File: config.mk
export PLATFORM = sky130hd
export DESIGN_NAME = uart_rx
export DESIGN_NICKNAME = d
export VERILOG_FILES = /design/src/rtl/uart_pkg.sv /design/src/rtl/uart_rx_tick_gen.sv /design/src/rtl/uart_rx.sv
export SDC_FILE = /design/constraint.sdc
export NUM_CORES = 1
export LEC_CHECK = 0
export ABC_AREA = 1
export BUFFER_PORTS_ARGS = -buffer_cell sky130_fd_sc_hd__buf_2
export CAP_MARGIN = 10
export CELL_PAD_IN_SITES_DETAIL_PLACEMENT = 1
export CELL_PAD_IN_SITES_GLOBAL_PLACEMENT = 1
export CORE_MARGIN = 3
export CORE_UTILIZATION = 45
export CTS_CLUSTER_SIZE = 8
export DETAILED_ROUTE_END_ITERATION = 10
export GPL_TIMING_DRIVEN = 0
export PLACE_DENSITY_LB_ADDON = 0.1
export SYNTH_ARGS = -nofsm -noshare
export SYNTH_HDL_FRONTEND = slang
export SYNTH_HIERARCHICAL = 1
export SYNTH_SLANG_ARGS = --single-unit
File: constraint.sdc
create_clock -name clk -period 3.8 [get_ports clk]
set_input_delay 0.57 -clock clk [delete_from_list [all_inputs] [get_ports clk]]
set_output_delay 0.57 -clock clk [all_outputs]
set_load 0.02 [all_outputs]
File: src/rtl/uart_pkg.sv
// Shared types and defaults for the UART receive path.
// Frame: 1 start, DATA_BITS data (LSB first), 1 stop.
package uart_pkg;

  localparam int UART_CLK_DIV_SIM  = 10;
  localparam int UART_CLK_DIV_9600 = 651;
  localparam int UART_OVERSAMPLE   = 16;
  localparam int UART_DATA_BITS    = 8;

  typedef enum logic [1:0] {
    IDLE  = 2'd0,
    START = 2'd1,
    DATA  = 2'd2,
    STOP  = 2'd3
  } rx_state_e;

  // Counter width able to hold 0..n-1, never narrower than one bit.
  function automatic int cnt_w(input int n);
    return (n > 1) ? $clog2(n) : 1;
  endfunction

endpackage

File: src/rtl/uart_rx_tick_gen.sv
// Free-running oversample tick: one-clk registered pulse
// every CLK_DIV clocks.
module uart_rx_tick_gen
  import uart_pkg::*;
#(
  parameter int CLK_DIV = UART_CLK_DIV_SIM
) (
  input  logic clk,
  input  logic reset,
  output logic br_tick
);

  localparam int CW = cnt_w(CLK_DIV);
  localparam logic [CW-1:0] LAST = CW'(CLK_DIV - 1);

  logic [CW-1:0] cnt_q, cnt_d;
  logic          tick_q, tick_d;

  always_comb begin
    cnt_d  = cnt_q + CW'(1);
    tick_d = 1'b0;
    if (cnt_q == LAST) begin
      cnt_d  = '0;
      tick_d = 1'b1;
    end
  end

  always_ff @(posedge clk) begin
    if (!reset) begin
      cnt_q  <= '0;
      tick_q <= 1'b0;
    end else begin
      cnt_q  <= cnt_d;
      tick_q <= tick_d;
    end
  end

  assign br_tick = tick_q;

endmodule

File: src/rtl/uart_rx.sv
// 16x-oversampling 8N1 UART receiver with framing-error flag.
// Bytes are delivered with a one-cycle rx_done strobe.
module uart_rx
  import uart_pkg::*;
#(
  parameter int CLK_DIV    = UART_CLK_DIV_SIM,
  parameter int OVERSAMPLE = UART_OVERSAMPLE,
  parameter int DATA_BITS  = UART_DATA_BITS
) (
  input  logic                 clk,
  input  logic                 reset,
  input  logic                 rx,
  output logic [DATA_BITS-1:0] rx_data,
  output logic                 rx_done,
  output logic                 rx_busy,
  output logic                 frame_err
);

  localparam int TW = cnt_w(OVERSAMPLE);
  localparam int BW = cnt_w(DATA_BITS);

  localparam logic [TW-1:0] T_MID = TW'(OVERSAMPLE / 2 - 1);
  localparam logic [TW-1:0] T_END = TW'(OVERSAMPLE - 1);
  localparam logic [BW-1:0] B_END = BW'(DATA_BITS - 1);

  logic br_tick;

  logic rx_meta_q, rx_s_q, rx_prev_q;

  rx_state_e state_q, state_d;

  logic [TW-1:0]        tick_cnt_q, tick_cnt_d;
  logic [BW-1:0]        bit_cnt_q, bit_cnt_d;
  logic [DATA_BITS-1:0] shift_q, shift_d;
  logic [DATA_BITS-1:0] data_q, data_d;
  logic                 done_q, done_d;
  logic                 busy_q, busy_d;
  logic                 ferr_q, ferr_d;
  logic                 fall;

  uart_rx_tick_gen #(
    .CLK_DIV (CLK_DIV)
  ) u_tick (
    .clk     (clk),
    .reset   (reset),
    .br_tick (br_tick)
  );

  // Sync flops idle high so reset release never looks like a start edge.
  always_ff @(posedge clk) begin
    if (!reset) begin
      rx_meta_q <= 1'b1;
      rx_s_q    <= 1'b1;
      rx_prev_q <= 1'b1;
    end else begin
      rx_meta_q <= rx;
      rx_s_q    <= rx_meta_q;
      rx_prev_q <= rx_s_q;
    end
  end

  assign fall = rx_prev_q & ~rx_s_q;

  always_comb begin
    state_d    = state_q;
    tick_cnt_d = tick_cnt_q;
    bit_cnt_d  = bit_cnt_q;
    shift_d    = shift_q;
    data_d     = data_q;
    ferr_d     = ferr_q;
    done_d     = 1'b0;

    unique case (state_q)
      IDLE: begin
        if (fall) begin
          state_d    = START;
          tick_cnt_d = '0;
          bit_cnt_d  = '0;
        end
      end

      START: begin
        if (br_tick) begin
          if (tick_cnt_q == T_MID) begin
            tick_cnt_d = '0;
            state_d    = rx_s_q ? IDLE : DATA;
          end else begin
            tick_cnt_d = tick_cnt_q + TW'(1);
          end
        end
      end

      DATA: begin
        if (br_tick) begin
          if (tick_cnt_q == T_END) begin
            shift_d    = {rx_s_q, shift_q[DATA_BITS-1:1]};
            tick_cnt_d = '0;
            if (bit_cnt_q == B_END) begin
              state_d = STOP;
            end else begin
              bit_cnt_d = bit_cnt_q + BW'(1);
            end
          end else begin
            tick_cnt_d = tick_cnt_q + TW'(1);
          end
        end
      end

      STOP: begin
        if (br_tick) begin
          if (tick_cnt_q == T_END) begin
            data_d     = shift_q;
            ferr_d     = ~rx_s_q;
            done_d     = 1'b1;
            tick_cnt_d = '0;
            state_d    = IDLE;
          end else begin
            tick_cnt_d = tick_cnt_q + TW'(1);
          end
        end
      end

      default: begin
        state_d = IDLE;
      end
    endcase

    busy_d = (state_d != IDLE);
  end

  always_ff @(posedge clk) begin
    if (!reset) begin
      state_q    <= IDLE;
      tick_cnt_q <= '0;
      bit_cnt_q  <= '0;
      shift_q    <= '0;
      data_q     <= '0;
      done_q     <= 1'b0;
      busy_q     <= 1'b0;
      ferr_q     <= 1'b0;
    end else begin
      state_q    <= state_d;
      tick_cnt_q <= tick_cnt_d;
      bit_cnt_q  <= bit_cnt_d;
      shift_q    <= shift_d;
      data_q     <= data_d;
      done_q     <= done_d;
      busy_q     <= busy_d;
      ferr_q     <= ferr_d;
    end
  end

  assign rx_data   = data_q;
  assign rx_done   = done_q;
  assign rx_busy   = busy_q;
  assign frame_err = ferr_q;

endmodule

==> impl_metrics.py, run 1 <==
metrics = {
    "clock_network": {
        "clkTransAtPathRegs_ns": 0.11,
        "cts_tree": "done",
        "ctsHoldBuffers": 0,
        "cts.sinks": 36,
        "cts_buffers": 5,
        "clkLatencyLatePin_ns": 0.34,
        "ctsResizeCount": 0,
        "cts.path.max_buffers": 2,
        "htree_num_levels": 2,
        "ctsRootBufferMaster": "clkbuf_4",
        "cts_setup_buffers": 0,
    },
    "outcome": {
        "outcome": "finished clean",
    },
    "cells_and_area": {
        "layout_commonest_cell": "nor2_1",
        "final_layout_size_suffix_gt1_frac": 0.165,
        "fillCellCount": 430,
        "num-nets-final": 231,
        "regArea_um2": 721,
        "fin_area_um2": 1710,
        "area_growth_pct": 11.7,
        "multiInputGateArea_um2": 694,
        "final_cell_mix": "nor2_1 (53), dfxtp_1 (36), nand2_1 (25)",
        "antenna_cells": 0,
    },
    "synthesis": {
        "yosysSeqAreaShare": 0.470,
        "synth_edf_count": 0,
        "avgSynthCellArea_um2": 7.56,
        "synth.cell_area_um2": 1530,
        "yosysWarnings": 6,
        "syn_inst": 203,
        "synth.distinct_cells": 24,
        "ys_ff_latch": 36,
        "ys_dominant_reg_cell": "dfxtp_1",
        "synthesis.nets": 211,
        "postSynth.asyncResetShare": 0,
    },
    "pwr": {
        "p_leak_nw": 0.875,
        "p_clk_frac": 0.338,
        "p_sw_uw": 150,
        "sequentialPowerShare": 0.610,
        "p_per_area_nw_per_um2": 373,
        "ir_worst_vdd_v": 0.000244,
        "power.internal_uw": 488,
        "combPwrFrac": 0.052,
        "netSwitchingFraction": 0.236,
    },
    "placement": {
        "place_hpwl_um": 2600,
        "io_buffers": 13,
        "post_dp_cell_area_um2": 1650,
        "gp_congestion": 0.752,
    },
    "floorplan": {
        "die_y_um": 64.4,
        "dieWidth_um": 64.4,
        "io_pins": 14,
        "die_area_um2": 4150,
        "rows": 20,
        "core_area_um2": 3150,
        "start_util": 0.487,
    },
    "route": {
        "first_iter_violations": 51,
        "viasPerCell": 5.11,
        "num_vias": 1369,
        "wl_per_cell_um": 13.2,
        "drc_errors": 0,
        "ant_nets": 0,
        "dr.pass1.iters": 4,
        "finalWirelength_um": 3540,
    },
    "timing": {
        "tightest_slew_ns": 0.353,
        "skew_ns": 0.0122,
        "setup_viol": 0,
        "worst_hold_slack_ns": 0.418,
        "hold_violations": 0,
        "min_period_ns": 1.54,
        "max_freq_mhz": 648,
        "slew_headroom": 0.765,
        "rsz0062_at_grt": "false",
        "setup_tns_ns": 0,
        "min_period_over_period": 0.406,
        "drv_slew": 0,
    },
    "global_routing": {
        "grt_pass1_vias": 1429,
        "grt.total_usage": 0.204,
        "grt_max_degree": 11,
        "grt_pass1_wl_um": 6560,
        "antenna_found_initial": 0,
        "grt_overflow": 0,
    },
    "critical_path": {
        "worstPathArrival_ns": 1.77,
        "critPathKind": "flop to flop",
        "critPathMaxFanout": 10,
        "required_ns": 4.03,
        "cp-start-kind": "flop",
        "end_kind": "flop",
    },
    "hold_path": {
        "hp-class": "flop to flop",
    },
    "job": {
        "maxCapViolCount": 0,
    },
}
stage by stage:
stage                     total power [mW]  worst slack [ns]  utilization  instances
after floorplan                      0.422              2.54            -        203
after global placement               0.428              2.36        0.525        260
after detailed placement             0.432              2.29        0.525        260
after CTS                            0.648              2.24        0.543        268
after global routing                 0.676              2.11        0.543        268
final                                0.638              2.26        0.543        268
cell families after synthesis:
| kind of cell | Yosys count | share of synthesized area |
|---|---|---|
| AND/OR/NAND/NOR | 104 | 0.309 |
| flip-flops | 36 | 0.470 |
| buffers and inverters | 28 | 0.0775 |
| AO/OA/AOI/OAI | 29 | 0.0971 |
| adder cells (fa/ha/maj) | 5 | 0.0408 |
| XOR/XNOR | 1 | 0.00571 |
power by group through the flow:
stage | clock network (mW) | registers (mW) | logic [mW]
after global routing | 0.245 | 0.391 | 0.0393
after floorplan | 0 | 0.398 | 0.0240
after CTS | 0.225 | 0.390 | 0.0338
final | 0.216 | 0.390 | 0.0333
after global placement | 0 | 0.398 | 0.0307
after detailed placement | 0 | 0.398 | 0.0336
worst max-delay path, stage by stage, from the launching register on:
cell and delay [ns]:
dfxtp_1 0.40, ha_1 0.30, nand4_4 0.17, nor2_4 0.26
inv_4 0.11, nor2_1 0.13, nor2_1 0.07
cell usage after synthesis (2+ instances only):
cell	number	area [µm²]
o21ai_1	2	10.0
nor2_4	2	22.5
inv_1	23	86.3
ha_1	5	62.6
nand3_1	11	55.1
nor2_1	53	199
a21oi_1	5	25.0
dfxtp_1	36	721
nand4_1	2	12.5
nor2_2	3	18.8
nand2_2	3	18.8
or2_2	2	12.5
nand2_1	25	93.8
o21ai_0	21	105
final timing paths:
path,start,endpoint,slack (ns),depth (start not counted)
setup / recovery,tick_cnt_q[1]$_SDFFE_PN0P_,rx_data[0]$_SDFFE_PN0P_,2.26,6
hold / removal,rx_meta_q$_SDFF_PN1_,rx_s_q$_SDFF_PN1_,0.42,1
setup reg to reg,tick_cnt_q[1]$_SDFFE_PN0P_,rx_data[0]$_SDFFE_PN0P_,2.26,6
hold reg to reg,rx_meta_q$_SDFF_PN1_,rx_s_q$_SDFF_PN1_,0.42,1
layout make-up:
type                       instances  area share
buffer                             3      0.0131
clock buffer                       8      0.0343
inverter                          25      0.0562
multi-input combinational        139       0.405
sequential                        36       0.421
tap                               44      0.0321
timing repair buffer              13      0.0380
per-layer routing:
layer	vias up	GRT usage	share of wire
met3	6	0.0703	0.035
li1	682	-	-
met1	659	0.233	0.43
met2	22	0.358	0.52
met4	0	0.0554	0.014
met5	-	0	0
registers in the layout, indices dropped and copies added (netlist names):
name,count
rx_s_q,1
frame_err,1
tick_cnt_q,4
rx_prev_q,1
rx_done,1
state_q,2
u_tick/br_tick,1
rx_busy,1
u_tick/cnt_q,4
rx_meta_q,1
bit_cnt_q,3
rx_data,8
shift_q,8
Note: power is estimated with default switching activity, not from simulation.
==> inputs of run 2 (changes only) <==
--- a/config.mk
+++ b/config.mk
@@ -5,7 +5,7 @@
 export SDC_FILE = /design/constraint.sdc
 export NUM_CORES = 1
 export LEC_CHECK = 0
-export ABC_AREA = 1
+export ABC_AREA = 0
 export BUFFER_PORTS_ARGS = -buffer_cell sky130_fd_sc_hd__buf_2
 export CAP_MARGIN = 10
 export CELL_PAD_IN_SITES_DETAIL_PLACEMENT = 1
==> constraint.sdc (replaced) <==
create_clock -name clk -period 1.5 [get_ports clk]
set_input_delay 0.225 -clock clk [delete_from_list [all_inputs] [get_ports clk]]
set_output_delay 0.225 -clock clk [all_outputs]
set_load 0.02 [all_outputs]
==> impl_metrics.py, run 2 <==
metrics = {
    "cells_and_area": {
        "final_layout_size_suffix_gt1_frac": 0.271,
        "stdcell_count": 225,
        "layout_commonest_cell": "dfxtp_1",
        "num-nets-final": 189,
        "antenna_cells": 0,
        "final_cell_mix": "dfxtp_1 (30), nor2b_1 (18), mux2i_1 (15)",
        "area_growth_pct": 21.6,
        "utilization": 0.594,
        "fin_area_um2": 1890,
        "multiInputGateArea_um2": 828,
        "regArea_um2": 733,
        "fillCellCount": 372,
    },
    "global_routing": {
        "antenna_found_initial": 0,
        "top_usage_layer": "met2",
        "grt_max_degree": 11,
        "gr-usage-met2": 0.314,
        "grt_pass1_wl_um": 5870,
        "grt_pass1_vias": 1194,
        "grt.total_usage": 0.186,
        "gr-usage-met3": 0.0416,
        "use_met1": 0.228,
        "grt_overflow": 0,
    },
    "pwr": {
        "ir_worst_vdd_v": 0.000615,
        "p_leak_nw": 0.696,
        "p_sw_uw": 362,
        "combPwrFrac": 0.041,
        "netSwitchingFraction": 0.223,
        "p_clk_frac": 0.358,
        "p_per_area_nw_per_um2": 860,
        "sequentialPowerShare": 0.601,
        "power.internal_mw": 1.26,
    },
    "critical_path": {
        "critPathLaunch": "bit_cnt_q[0]$_SDFFE_PN0P_",
        "ff2ff_setup_slack_ns": -0.07,
        "required_ns": 1.73,
        "critPathKind": "flop to flop",
        "reg2regPathDepth": 5,
        "end_kind": "flop",
        "crit_end": "rx_busy$_SDFF_PN0_",
        "cp-start-kind": "flop",
        "worstReg2RegStart": "bit_cnt_q[0]$_SDFFE_PN0P_",
        "worstPathArrival_ns": 1.80,
        "critPathMaxFanout": 2,
        "rr_endpoint": "rx_busy$_SDFF_PN0_",
    },
    "placement": {
        "io_buffers": 13,
        "place_hpwl_um": 2340,
        "post_dp_cell_area_um2": 1680,
        "dpl_worst_slack_ns": -0.132,
        "gp_congestion": 0.816,
        "placed_cells": 211,
    },
    "route": {
        "viasPerCell": 5.13,
        "ant_nets": 0,
        "dr.pass1.iters": 4,
        "finalWirelength_um": 3470,
        "drc_errors": 0,
        "wl_per_cell_um": 15.4,
        "first_iter_violations": 52,
        "num_vias": 1154,
    },
    "timing": {
        "hold_violations": 0,
        "fin_ws_ns": -0.0704,
        "drv_slew": 0,
        "min_period_over_period": 1.05,
        "slew_headroom": 0.701,
        "tightest_slew_ns": 0.449,
        "max_freq_mhz": 637,
        "rsz0062_at_grt": "true",
        "skew_ns": 0.00750,
        "min_period_ns": 1.57,
        "setup_tns_ns": -0.135,
        "setup_viol": 5,
    },
    "clock_network": {
        "cts_tree": "done",
        "clkTransAtPathRegs_ns": 0.11,
        "ctsHoldBuffers": 0,
        "ctsRootBufferMaster": "clkbuf_4",
        "htree_num_levels": 2,
        "cts.sinks": 36,
        "clkLatencyLatePin_ns": 0.34,
        "cts_buffers": 5,
        "cts.path.max_buffers": 2,
    },
    "synthesis": {
        "ys_ff_latch": 36,
        "synth_top_cell_by_area": "dfxtp_1",
        "yosysWarnings": 6,
        "synthesis.nets": 162,
        "synth_edf_count": 0,
        "netlist.area_leader.share": 0.464,
        "syn_inst": 154,
        "ys_dominant_reg_cell": "dfxtp_1",
        "synthTopCellsByCount": "dfxtp_1 (36), nor2b_1 (18), mux2i_1 (17)",
        "yosysSeqAreaShare": 0.464,
        "postSynth.asyncResetShare": 0,
        "yosysMostFrequentCell": "dfxtp_1",
        "avgSynthCellArea_um2": 10.1,
        "synth.distinct_cells": 35,
        "synth_area_leaders": "dfxtp_1 (46%), mux2i_1 (11%), nor2b_1 (7.3%)",
        "synth.cell_area_um2": 1550,
    },
    "outcome": {
        "outcome": "finished with violations",
        "violations": "setup timing",
    },
    "job": {
        "maxCapViolCount": 0,
    },
    "floorplan": {
        "die_y_um": 64.7,
        "io_pins": 14,
        "rows": 20,
        "core_area_um2": 3180,
        "dieWidth_um": 64.7,
        "start_util": 0.489,
        "die_area_um2": 4190,
    },
    "hold_path": {
        "hp-class": "primary input to flop",
    },
}
[run 2: cell types whose count changed after synthesis, sizes merged, moves of 5 or more]
| cell | change |
|---|---|
| nor2b | +18 |
| mux2i | +17 |
| nand2b | +5 |
| nor2 | -52 |
| a21boi | +5 |
| inv | -22 |
| o21ai | -18 |
| nor3b | +5 |
| nand2 | -20 |
[run 2: area by class of cell]
cell class,count,area share
Buffer,8,0.0325
Clock buffer,7,0.0345
Inverter,3,0.00596
Multi-Input combinational cell,107,0.439
Sequential cell,36,0.388
Tap cell,44,0.0292
Timing Repair Buffer,20,0.0709
[run 2: power groups by stage]
stage	sequential [mW]	clock (mW)	combinational, mW
detailed placement	1.00	0	0.0663
floorplan	0.999	0	0.0441
global route	0.979	0.652	0.0762
CTS	0.977	0.597	0.0668
finish	0.975	0.581	0.0666
global placement	0.999	0	0.0616
[run 2: timing repair]
item                                    4_1_cts  5_1_grt
endpoints found under the setup margin       21       22
hold endpoints to repair                      0        0
pin swaps                                     0        3
buffers inserted                              3        3
cloned                                        0        1
gates resized for setup                       9       15
[run 2: logic make-up (layout without fill, tap and decap cells)]
logic type      count (synthesis)  in the layout  share of synthesized area
compound gates                 20             20                     0.0927
xor+xnor                        1              1                    0.00564
fa+ha+maj                       5              5                     0.0403
mux                            17             17                      0.110
buf+inv                        11             38                     0.0411
simple gates                   64             64                      0.247
flops                          36             36                      0.464
[run 2: worst min path at each step]
stage,start,to,slack [ns],cells past startpoint
floorplan,rx,rx_meta_q$_SDFF_PN1_,0.33,1
CTS,rx,rx_meta_q$_SDFF_PN1_,0.05,2
finish,rx,rx_meta_q$_SDFF_PN1_,0.06,2
global placement,rx_meta_q$_SDFF_PN1_,rx_s_q$_SDFF_PN1_,0.39,1
detailed placement,rx_meta_q$_SDFF_PN1_,rx_s_q$_SDFF_PN1_,0.40,1
global route,rx,rx_meta_q$_SDFF_PN1_,0.05,2
[run 2: per-stage QoR]
stage	total power, mW	hold slack [ns]
floorplan	1.04	0.326
global placement	1.06	0.389
detailed placement	1.07	0.401
CTS	1.64	0.0516
global route	1.71	0.0515
finish	1.62	0.0622
[run 2: routing by layer]
| layer | wire (µm) | share of wire | vias up |
|---|---|---|---|
| li1 | - | - | 581 |
| met1 | 1600 | 0.46 | 551 |
| met2 | 1700 | 0.49 | 17 |
| met3 | 112 | 0.032 | 5 |
| met4 | 48 | 0.014 | 0 |
| met5 | 0 | 0 | - |
[run 2: critical path: stages (launching register included)]
cell	delay, ns
dfxtp_2	0.34
ha_1	0.22
ha_4	0.18
nor3b_1	0.14
o311a_1	0.34
or2_1	0.24
